==> src/rtl/instr_fetch.sv <==
// Instruction fetch stage: owns the PC, keeps one instruction-memory read in flight,
// and hands instruction + PC+4 to decode through an output register and a one-entry hold buffer.
module instr_fetch #(
  parameter logic [31:0] RESET_PC = 32'h0000_0000
) (
  input  logic        clk,
  input  logic        rst,
  output logic        imem_req,
  output logic [31:0] imem_addr,
  input  logic [31:0] imem_rdata,
  input  logic        imem_valid,
  output logic [31:0] id_instr,
  output logic [5:0]  id_opcode,
  output logic [31:0] id_pc4,
  output logic        id_valid,
  input  logic        id_ready,
  input  logic        branch_taken,
  input  logic [31:0] branch_target,
  input  logic        jump,
  input  logic [25:0] jump_index,
  input  logic        jump_reg,
  input  logic [31:0] jr_target
);

  // state  | meaning
  // ISSUE  | request at pc driven this cycle
  // WAIT   | request outstanding; kill_q marks a wrong-path response
  // HOLD   | output register busy, next instruction parked in hold buffer
  localparam logic [1:0] S_ISSUE = 2'd0;
  localparam logic [1:0] S_WAIT  = 2'd1;
  localparam logic [1:0] S_HOLD  = 2'd2;

  logic [1:0]  state_q, state_d;
  logic [31:0] pc_q, pc_d;
  logic        kill_q, kill_d;
  logic        out_valid_q, out_valid_d;
  logic [31:0] out_instr_q, out_instr_d;
  logic [31:0] out_pc4_q, out_pc4_d;
  logic [31:0] hold_instr_q, hold_instr_d;
  logic [31:0] hold_pc4_q, hold_pc4_d;

  logic        xfer;
  logic        redirect;
  logic [31:0] redirect_target;
  logic [31:0] pc_inc;

  assign xfer     = out_valid_q & id_ready;
  assign pc_inc   = pc_q + 32'd4;
  assign redirect = jump_reg | branch_taken | jump;

  always_comb begin
    if (jump_reg)
      redirect_target = jr_target;
    else if (branch_taken)
      redirect_target = branch_target;
    else
      redirect_target = {out_pc4_q[31:28], jump_index, 2'b00};
  end

  always_comb begin
    state_d      = state_q;
    pc_d         = pc_q;
    kill_d       = kill_q;
    out_valid_d  = out_valid_q;
    out_instr_d  = out_instr_q;
    out_pc4_d    = out_pc4_q;
    hold_instr_d = hold_instr_q;
    hold_pc4_d   = hold_pc4_q;

    if (xfer)
      out_valid_d = 1'b0;

    if (redirect) begin
      // A redirect wins over any same-cycle fetch result or decode transfer.
      pc_d         = redirect_target;
      out_valid_d  = 1'b0;
      hold_instr_d = '0;
      hold_pc4_d   = '0;
      unique case (state_q)
        S_ISSUE: begin
          kill_d  = 1'b1;
          state_d = S_WAIT;
        end
        S_WAIT: begin
          if (imem_valid) begin
            kill_d  = 1'b0;
            state_d = S_ISSUE;
          end else begin
            kill_d  = 1'b1;
          end
        end
        default: state_d = S_ISSUE;
      endcase
    end else begin
      unique case (state_q)
        S_ISSUE: state_d = S_WAIT;
        S_WAIT: begin
          if (imem_valid) begin
            if (kill_q) begin
              kill_d  = 1'b0;
              state_d = S_ISSUE;
            end else begin
              pc_d = pc_inc;
              if (!out_valid_q || xfer) begin
                out_valid_d = 1'b1;
                out_instr_d = imem_rdata;
                out_pc4_d   = pc_inc;
                state_d     = S_ISSUE;
              end else begin
                hold_instr_d = imem_rdata;
                hold_pc4_d   = pc_inc;
                state_d      = S_HOLD;
              end
            end
          end
        end
        S_HOLD: begin
          if (xfer) begin
            out_valid_d = 1'b1;
            out_instr_d = hold_instr_q;
            out_pc4_d   = hold_pc4_q;
            state_d     = S_ISSUE;
          end
        end
        default: state_d = S_ISSUE;
      endcase
    end
  end

  always_ff @(posedge clk or posedge rst) begin
    if (rst) begin
      state_q      <= S_ISSUE;
      pc_q         <= RESET_PC;
      kill_q       <= 1'b0;
      out_valid_q  <= 1'b0;
      out_instr_q  <= '0;
      out_pc4_q    <= '0;
      hold_instr_q <= '0;
      hold_pc4_q   <= '0;
    end else begin
      state_q      <= state_d;
      pc_q         <= pc_d;
      kill_q       <= kill_d;
      out_valid_q  <= out_valid_d;
      out_instr_q  <= out_instr_d;
      out_pc4_q    <= out_pc4_d;
      hold_instr_q <= hold_instr_d;
      hold_pc4_q   <= hold_pc4_d;
    end
  end

  // Reset leaves the state at ISSUE, so the request must be gated by rst itself.
  assign imem_req  = (state_q == S_ISSUE) && !rst;
  assign imem_addr = pc_q;
  assign id_instr  = out_instr_q;
  assign id_opcode = out_instr_q[31:26];
  assign id_pc4    = out_pc4_q;
  assign id_valid  = out_valid_q;

endmodule

==> config.mk <==
export PLATFORM = sky130hd
export DESIGN_NAME = instr_fetch
export DESIGN_NICKNAME = d
export VERILOG_FILES = /design/src/rtl/instr_fetch.sv
export SDC_FILE = /design/constraint.sdc
export NUM_CORES = 1
export LEC_CHECK = 0
export BUFFER_PORTS_ARGS = -buffer_cell sky130_fd_sc_hd__buf_2
export CAP_MARGIN = 20
export CORE_MARGIN = 5
export CORE_UTILIZATION = 55
export CTS_CLUSTER_DIAMETER = 50
export DETAILED_ROUTE_END_ITERATION = 10
export GPL_TIMING_DRIVEN = 0
export PLACE_DENSITY = 0.83
export SLEW_MARGIN = 20
export SYNTH_ARGS = -nofsm -noshare
export SYNTH_HDL_FRONTEND = slang
export SYNTH_SLANG_ARGS = --single-unit
==> constraint.sdc <==
create_clock -name clk -period 11 [get_ports clk]
set_clock_uncertainty 0.1 [all_clocks]
set_input_delay 1.65 -clock clk [delete_from_list [all_inputs] [get_ports clk]]
set_output_delay 1.65 -clock clk [all_outputs]
set_load 0.005 [all_outputs]
==> results of run 1 <==
-- worst min path at each step --
stage	start	endpoint	slack [ps]	cells past startpoint
4_1_cts	id_pc4[25]$_DFFE_PP0P_	id_pc4[25]$_DFFE_PP0P_	380	2
5_1_grt	id_instr[19]$_DFFE_PP0P_	id_instr[19]$_DFFE_PP0P_	400	2
6_report	id_instr[17]$_DFFE_PP0P_	id_instr[17]$_DFFE_PP0P_	370	2
3_5_place_dp	id_pc4[25]$_DFFE_PP0P_	id_pc4[25]$_DFFE_PP0P_	360	2
2_1_floorplan	id_instr[0]$_DFFE_PP0P_	id_instr[0]$_DFFE_PP0P_	370	2
3_3_place_gp	id_instr[17]$_DFFE_PP0P_	id_instr[17]$_DFFE_PP0P_	360	2
-- sequential cells by signal (all words and copies together) (netlist names) --
register      count
hold_instr_q     32
state_q           2
id_pc4           32
hold_pc4_q       32
imem_addr        32
kill_q            1
id_instr         32
id_valid          1
-- power by group through the flow --
stage | Clock (uW) | Sequential, uW | Combinational, uW
2_1_floorplan | 0 | 818 | 213
3_3_place_gp | 0 | 818 | 445
3_5_place_dp | 0 | 824 | 459
4_1_cts | 632 | 813 | 463
5_1_grt | 663 | 830 | 514
6_report | 632 | 816 | 462
-- layer usage --
layer,share of wire,wire (um),track usage
met1,0.39,10700,0.3859
met2,0.48,12890,0.4855
met3,0.096,2601,0.07004
met4,0.034,929,0.1176
met5,0,0,0
-- kinds of logic (layout without fill, tap and decap cells) --
group	count (synthesis)	count (layout)	share of synthesized area
DFF	164	164	0.4797
AOI/OAI and AO/OA	261	261	0.1742
muxes	50	50	0.05893
xor gates and xnor gates	43	43	0.04402
and+or+nand+nor	374	374	0.1901
adders and majority gates	5	5	0.007312
buffers and inverters	92	356	0.04577
-- final cells by class --
type	instances	area, um^2	share of cell area
well taps	211	264.0	0.02482
flip-flops and latches	164	4104	0.3859
clock inverters	14	195.2	0.01835
repair buffers	232	1184	0.1113
clock buffers	18	429.2	0.04035
multi-input cells	733	4060	0.3818
inverters	9	41.29	0.003882
plain buffers	83	357.8	0.03365
-- critical path, delay by kind of cell --
| family | cells | cell delay [ps] |
|---|---|---|
| buf+inv | 2 | 240 |
| simple gates | 1 | 100 |
-- Yosys cell counts (2+ instances only) --
library cell  number
inv_1              9
buf_1             10
nand3_1           18
ha_1               5
nor3b_1            3
nand3b_1           7
xnor2_1           24
nand2_1          218
or2_2              2
a2bb2oi_1          2
o22a_1             4
and3_1             6
xor2_1            19
nor4_1             3
o221ai_1          21
nor2b_1            3
mux2_2             3
a21o_1             3
clkbuf_1          55
nor2_1            81
nor3_1            10
and4_1             3
nand4_1            9
dfrtp_1          164
mux2i_1           47
a31oi_1            4
clkbuf_2           3
o21ai_0           93
buf_2              7
a21oi_1          108
nor4_2             2
o21a_1             4
buf_4              7
a211oi_1          13
-- stage by stage --
stage	power (uW)	utilization	hold slack [ps]	worst slack, ps	area, um^2
3_3_place_gp	1263	0.6538	355.8	3017	9976
4_1_cts	1908	0.6970	378.9	7248	10640
2_1_floorplan	1030	-	373.3	4817	8556
3_5_place_dp	1283	0.6561	364.3	6913	10010
5_1_grt	2007	0.6970	395.3	7171	10640
6_report	1910	0.6970	372.9	7252	10640
==> flow_metrics.tcl, run 1 <==
set metrics [dict create \
    outcome "complete, no violations" \
    drt-initial-drc-count 813 \
    num_rows 45 \
    syn_inst 989 \
    cts_made_buffers 17 \
    cellPowerDensity_mw_per_mm2 179.6 \
    drv_slew 0 \
    cp_slowest_stage_delay_ps 130 \
    fin_tns_setup_ps 0 \
    drtAntennaViolNets 0 \
    ioPinCount 233 \
    grt_max_degree 100 \
    fmax_ghz 0.2668 \
    htree_levels 4 \
    intPower_uw 1297 \
    fp.dieH_um 134.7 \
    drt-total-wl_um 27120 \
    start_kind "primary input" \
    ctsResizeCount 0 \
    power_frac_comb 0.242 \
    synthTopCellsByArea "dfrtp_1, nand2_1, a21oi_1" \
    portBuffers 231 \
    finalSetupViolations 0 \
    cts.path.max_buffers 2 \
    rsz0062_at_grt "false" \
    dieWidth_um 134.7 \
    stdcell_count 1464 \
    drc 0 \
    ys.flop_type "dfrtp_1" \
    rr_worst_depth 8 \
    yosysTopAreaCell "dfrtp_1" \
    final_cell_mix "buf_2, nand2_1, dfrtp_1" \
    switching_share 0.3213 \
    syn_nets 1123 \
    cp-end-kind "primary output" \
    syn_area_mm2 0.008556 \
    yosysTopAreaCellShare 0.4797 \
    period_share 0.3407 \
    grt-ovfl-total 0 \
    crit_slowest_cell "buf_2" \
    cap_violations 0 \
    grt_pass1_wl_um 42680 \
    hold_buffers 0 \
    finalHoldViolCount 0 \
    grt.total_usage 0.2977 \
    start_util 0.5607 \
    avgSynthCellArea_um2 8.651 \
    cts.sinks 164 \
    fill_cells 1268 \
    antenna_found_initial 0 \
    ir_drop_mv 0.1175 \
    crit_type "primary input to primary output" \
    cts_tree "yes" \
    synth_edf_count 0 \
    core_mm2 0.01526 \
    ff2ff_setup_slack_ps 7860 \
    clk_pin_slew_ps 70 \
    drive_above_1_share 0.2354 \
    synth_cell_type_count 53 \
    cpMostUsedCell "buf_2" \
    ys_seq_area_frac 0.4797 \
    max_slew_margin 0.3897 \
    path_cells "buf_2 -> nor2b_1 -> buf_2" \
    worstPathArrival_ps 2000 \
    crit_required_ps 9250 \
    seqPwrFrac 0.427 \
    clock_power_share 0.331 \
    p_leak_uw 0.004926 \
    hold_class "flop to flop" \
    grt_pass1_vias 8237 \
    p_switching_uw 613.8 \
    timing.rr.start "state_q[1]$_DFFE_PP0P_" \
    crit_start "rst" \
    fin_nets 1374 \
    place_congestion 0.9741 \
    cts_root_buffer "clkbuf_16" \
    async_flop_share 1.000 \
    synth_seq_cells 164 \
    yosys_warnings 0 \
    worstMarginPinSlew_ps 908.4 \
    via_per_inst 5.747 \
    critPathCapture "imem_req" \
    min_period_ps 3748 \
    hpwl_um 19970 \
    r2r_end "hold_instr_q[0]$_DFFE_PP0P_" \
    die_area_mm2 0.01815 \
    mostFrequentLayoutCell "buf_2" \
    cts_setup_buffers 0 \
    synthToLayoutAreaGrowth_pct 24.31 \
    place_inst 1432 \
    wl_per_cell_um 18.52 \
    routed-via-count 8414 \
    first_pass_iters 6 \
    cp_max_fo 2 \
    diodes 0 \
    clock_latency_ps 440 \
]
(Power assumes the default switching activity.)
==> run 2, diff against run 1 <==
CORE_UTILIZATION = 53   (was 55)
PLACE_DENSITY = 0.81   (was 0.83)
clock period = 3.6 ns   (was 11 ns; I/O delays follow)
==> run 2 against run 1 <==
Effect of this change: clock power increased to 3.0 times the previous value; cell area increased by 0.86%; utilization decreased by 2.2 points; routed wire length decreased by 0.80%; register-to-register slack got worse by 7300 ps; critical path depth increased by 5; flip-flop and latch count unchanged; sequential share of layout area decreased by 0.33 points; critical path type is now flop to flop; highest routed layer unchanged.
==> flow_metrics.tcl, run 2 (synthesized netlist as in run 1, its figures left out) <==
set metrics [dict create \
    hold_ws_ps 72.52 \
    final_cell_mix "buf_2, nand2_1, dfrtp_1" \
    stdcell_count 1473 \
    drt-total-wl_um 26900 \
    cp_max_fo 10 \
    portBuffers 231 \
    cts.sinks 164 \
    path_cells "inv_1 -> ha_1 -> nor3b_1 -> clkbuf_1 -> nand2_1 -> clkbuf_1 -> nand2_1 -> a21oi_1" \
    start_util 0.5386 \
    hold_buffers 0 \
    rsz0062_at_grt "false" \
    fin_tns_setup_ps 0 \
    place_inst 1442 \
    via_per_inst 5.657 \
    wl_per_cell_um 18.26 \
    diodes 0 \
    crit_required_ps 3790 \
    dieWidth_um 137.1 \
    cp-end-kind "flop" \
    hpwl_um 20510 \
    cts_made_buffers 17 \
    drt-initial-drc-count 665 \
    routed-via-count 8333 \
    period_share 0.8575 \
    fin_nets 1379 \
    mostFrequentLayoutCell "buf_2" \
    die_area_mm2 0.01878 \
    cts_setup_buffers 0 \
    clock_latency_ps 430 \
    drive_above_1_share 0.2379 \
    multiInputGateArea_mm2 0.004060 \
    grt_pass1_wl_um 43010 \
    drv_slew 0 \
    start_kind "flop" \
    outcome "complete, no violations" \
    cp_slowest_stage_delay_ps 520 \
    cts_tree "yes" \
    hold_class "primary input to asynchronous set/reset pin" \
    min_period_ps 3087 \
    ioPinCount 233 \
    final_core_util 0.6753 \
    num_rows 46 \
    crit_type "flop to flop" \
    htree_levels 4 \
    core_mm2 0.01589 \
    p_leak_uw 0.004966 \
    clk_pin_slew_ps 70 \
    ctsResizeCount 0 \
    fill_cells 1286 \
    ir_drop_mv 0.3837 \
    drtAntennaViolNets 0 \
    crit_slowest_cell "clkbuf_1" \
    max_slew_margin 0.3707 \
    worstMarginPinSlew_ps 936.8 \
    grt.total_usage 0.2941 \
    drc 0 \
    antenna_found_initial 0 \
    worstPathArrival_ps 3270 \
    cellPowerDensity_mw_per_mm2 540.8 \
    first_pass_iters 5 \
    grt_max_degree 34 \
    place_congestion 0.9108 \
    cts.path.max_buffers 2 \
    synthToLayoutAreaGrowth_pct 25.37 \
    grt-ovfl-total 0 \
    grt_pass1_vias 8297 \
    fp.dieH_um 137.1 \
    finalSetupViolations 0 \
    cts_root_buffer "clkbuf_16" \
    layout.area.seq_mm2 0.004104 \
    fmax_ghz 0.3239 \
    cap_violations 0 \
    finalHoldViolCount 0 \
]
run 2: per-stage QoR:
stage / cell area, um^2 / power [uW] / setup slack (ps)
2_1_floorplan: 8559 / 3149 / 875.2
3_3_place_gp: 9986 / 3864 / -166.4
3_5_place_dp: 10120 / 3934 / 587.7
4_1_cts: 10730 / 5809 / 557.7
5_1_grt: 10730 / 6111 / 280.6
6_report: 10730 / 5800 / 513.1
run 2: report_power, final:
| part | switching, uW | leakage (uW) | total [uW] | internal, uW |
|---|---|---|---|---|
| Sequential | 271 | 0.00216 | 2480 | 2210 |
| Combinational | 783 | 0.00251 | 1430 | 648 |
| Clock | 782 | 0.000296 | 1890 | 1100 |
| Total | 1840 | 0.00497 | 5800 | 3960 |
run 2: worst paths after layout:
kind | end | slack, ps | from | depth (start not counted)
worst max-delay path | hold_instr_q[3]$_DFFE_PP0P_ | 510 | state_q[1]$_DFFE_PP0P_ | 8
worst min-delay path | id_instr[27]$_DFFE_PP0P_ | 70 | rst | 2
worst max register to register | hold_instr_q[3]$_DFFE_PP0P_ | 510 | state_q[1]$_DFFE_PP0P_ | 8
worst min register to register | id_instr[23]$_DFFE_PP0P_ | 370 | id_instr[23]$_DFFE_PP0P_ | 2
max in group asynchronous | hold_pc4_q[22]$_DFFE_PP0P_ | 2230 | rst | 6
min in group clk | imem_addr[9]$_DFFE_PP0P_ | 220 | jr_target[9] | 3
run 2: per-layer routing:
layer | global-route usage | vias to the layer above | part of all wire
met2 | 0.4684 | 443 | 0.46
li1 | - | 3918 | -
met3 | 0.06544 | 74 | 0.094
met4 | 0.1330 | 0 | 0.041
met5 | 0 | - | 0
met1 | 0.3848 | 3898 | 0.40
run 2: cell type report:
| class | count | area share |
|---|---|---|
| buffer | 83 | 0.03336 |
| clock buffer | 18 | 0.04001 |
| clock inverter | 13 | 0.01645 |
| inverter | 9 | 0.003499 |
| multi-input combinational | 733 | 0.3785 |
| sequential | 164 | 0.3826 |
| tap | 216 | 0.02520 |
| timing repair buffer | 237 | 0.1204 |
run 2: worst max-delay path, delay by kind of cell, from the launching register on:
kind,cells,cell delay [ps]
buffers and inverters,3,1010
flip-flops,1,400
adder cells (fa/ha/maj),1,270
AND/OR/NAND/NOR,3,1090
AO/OA/AOI/OAI,1,70
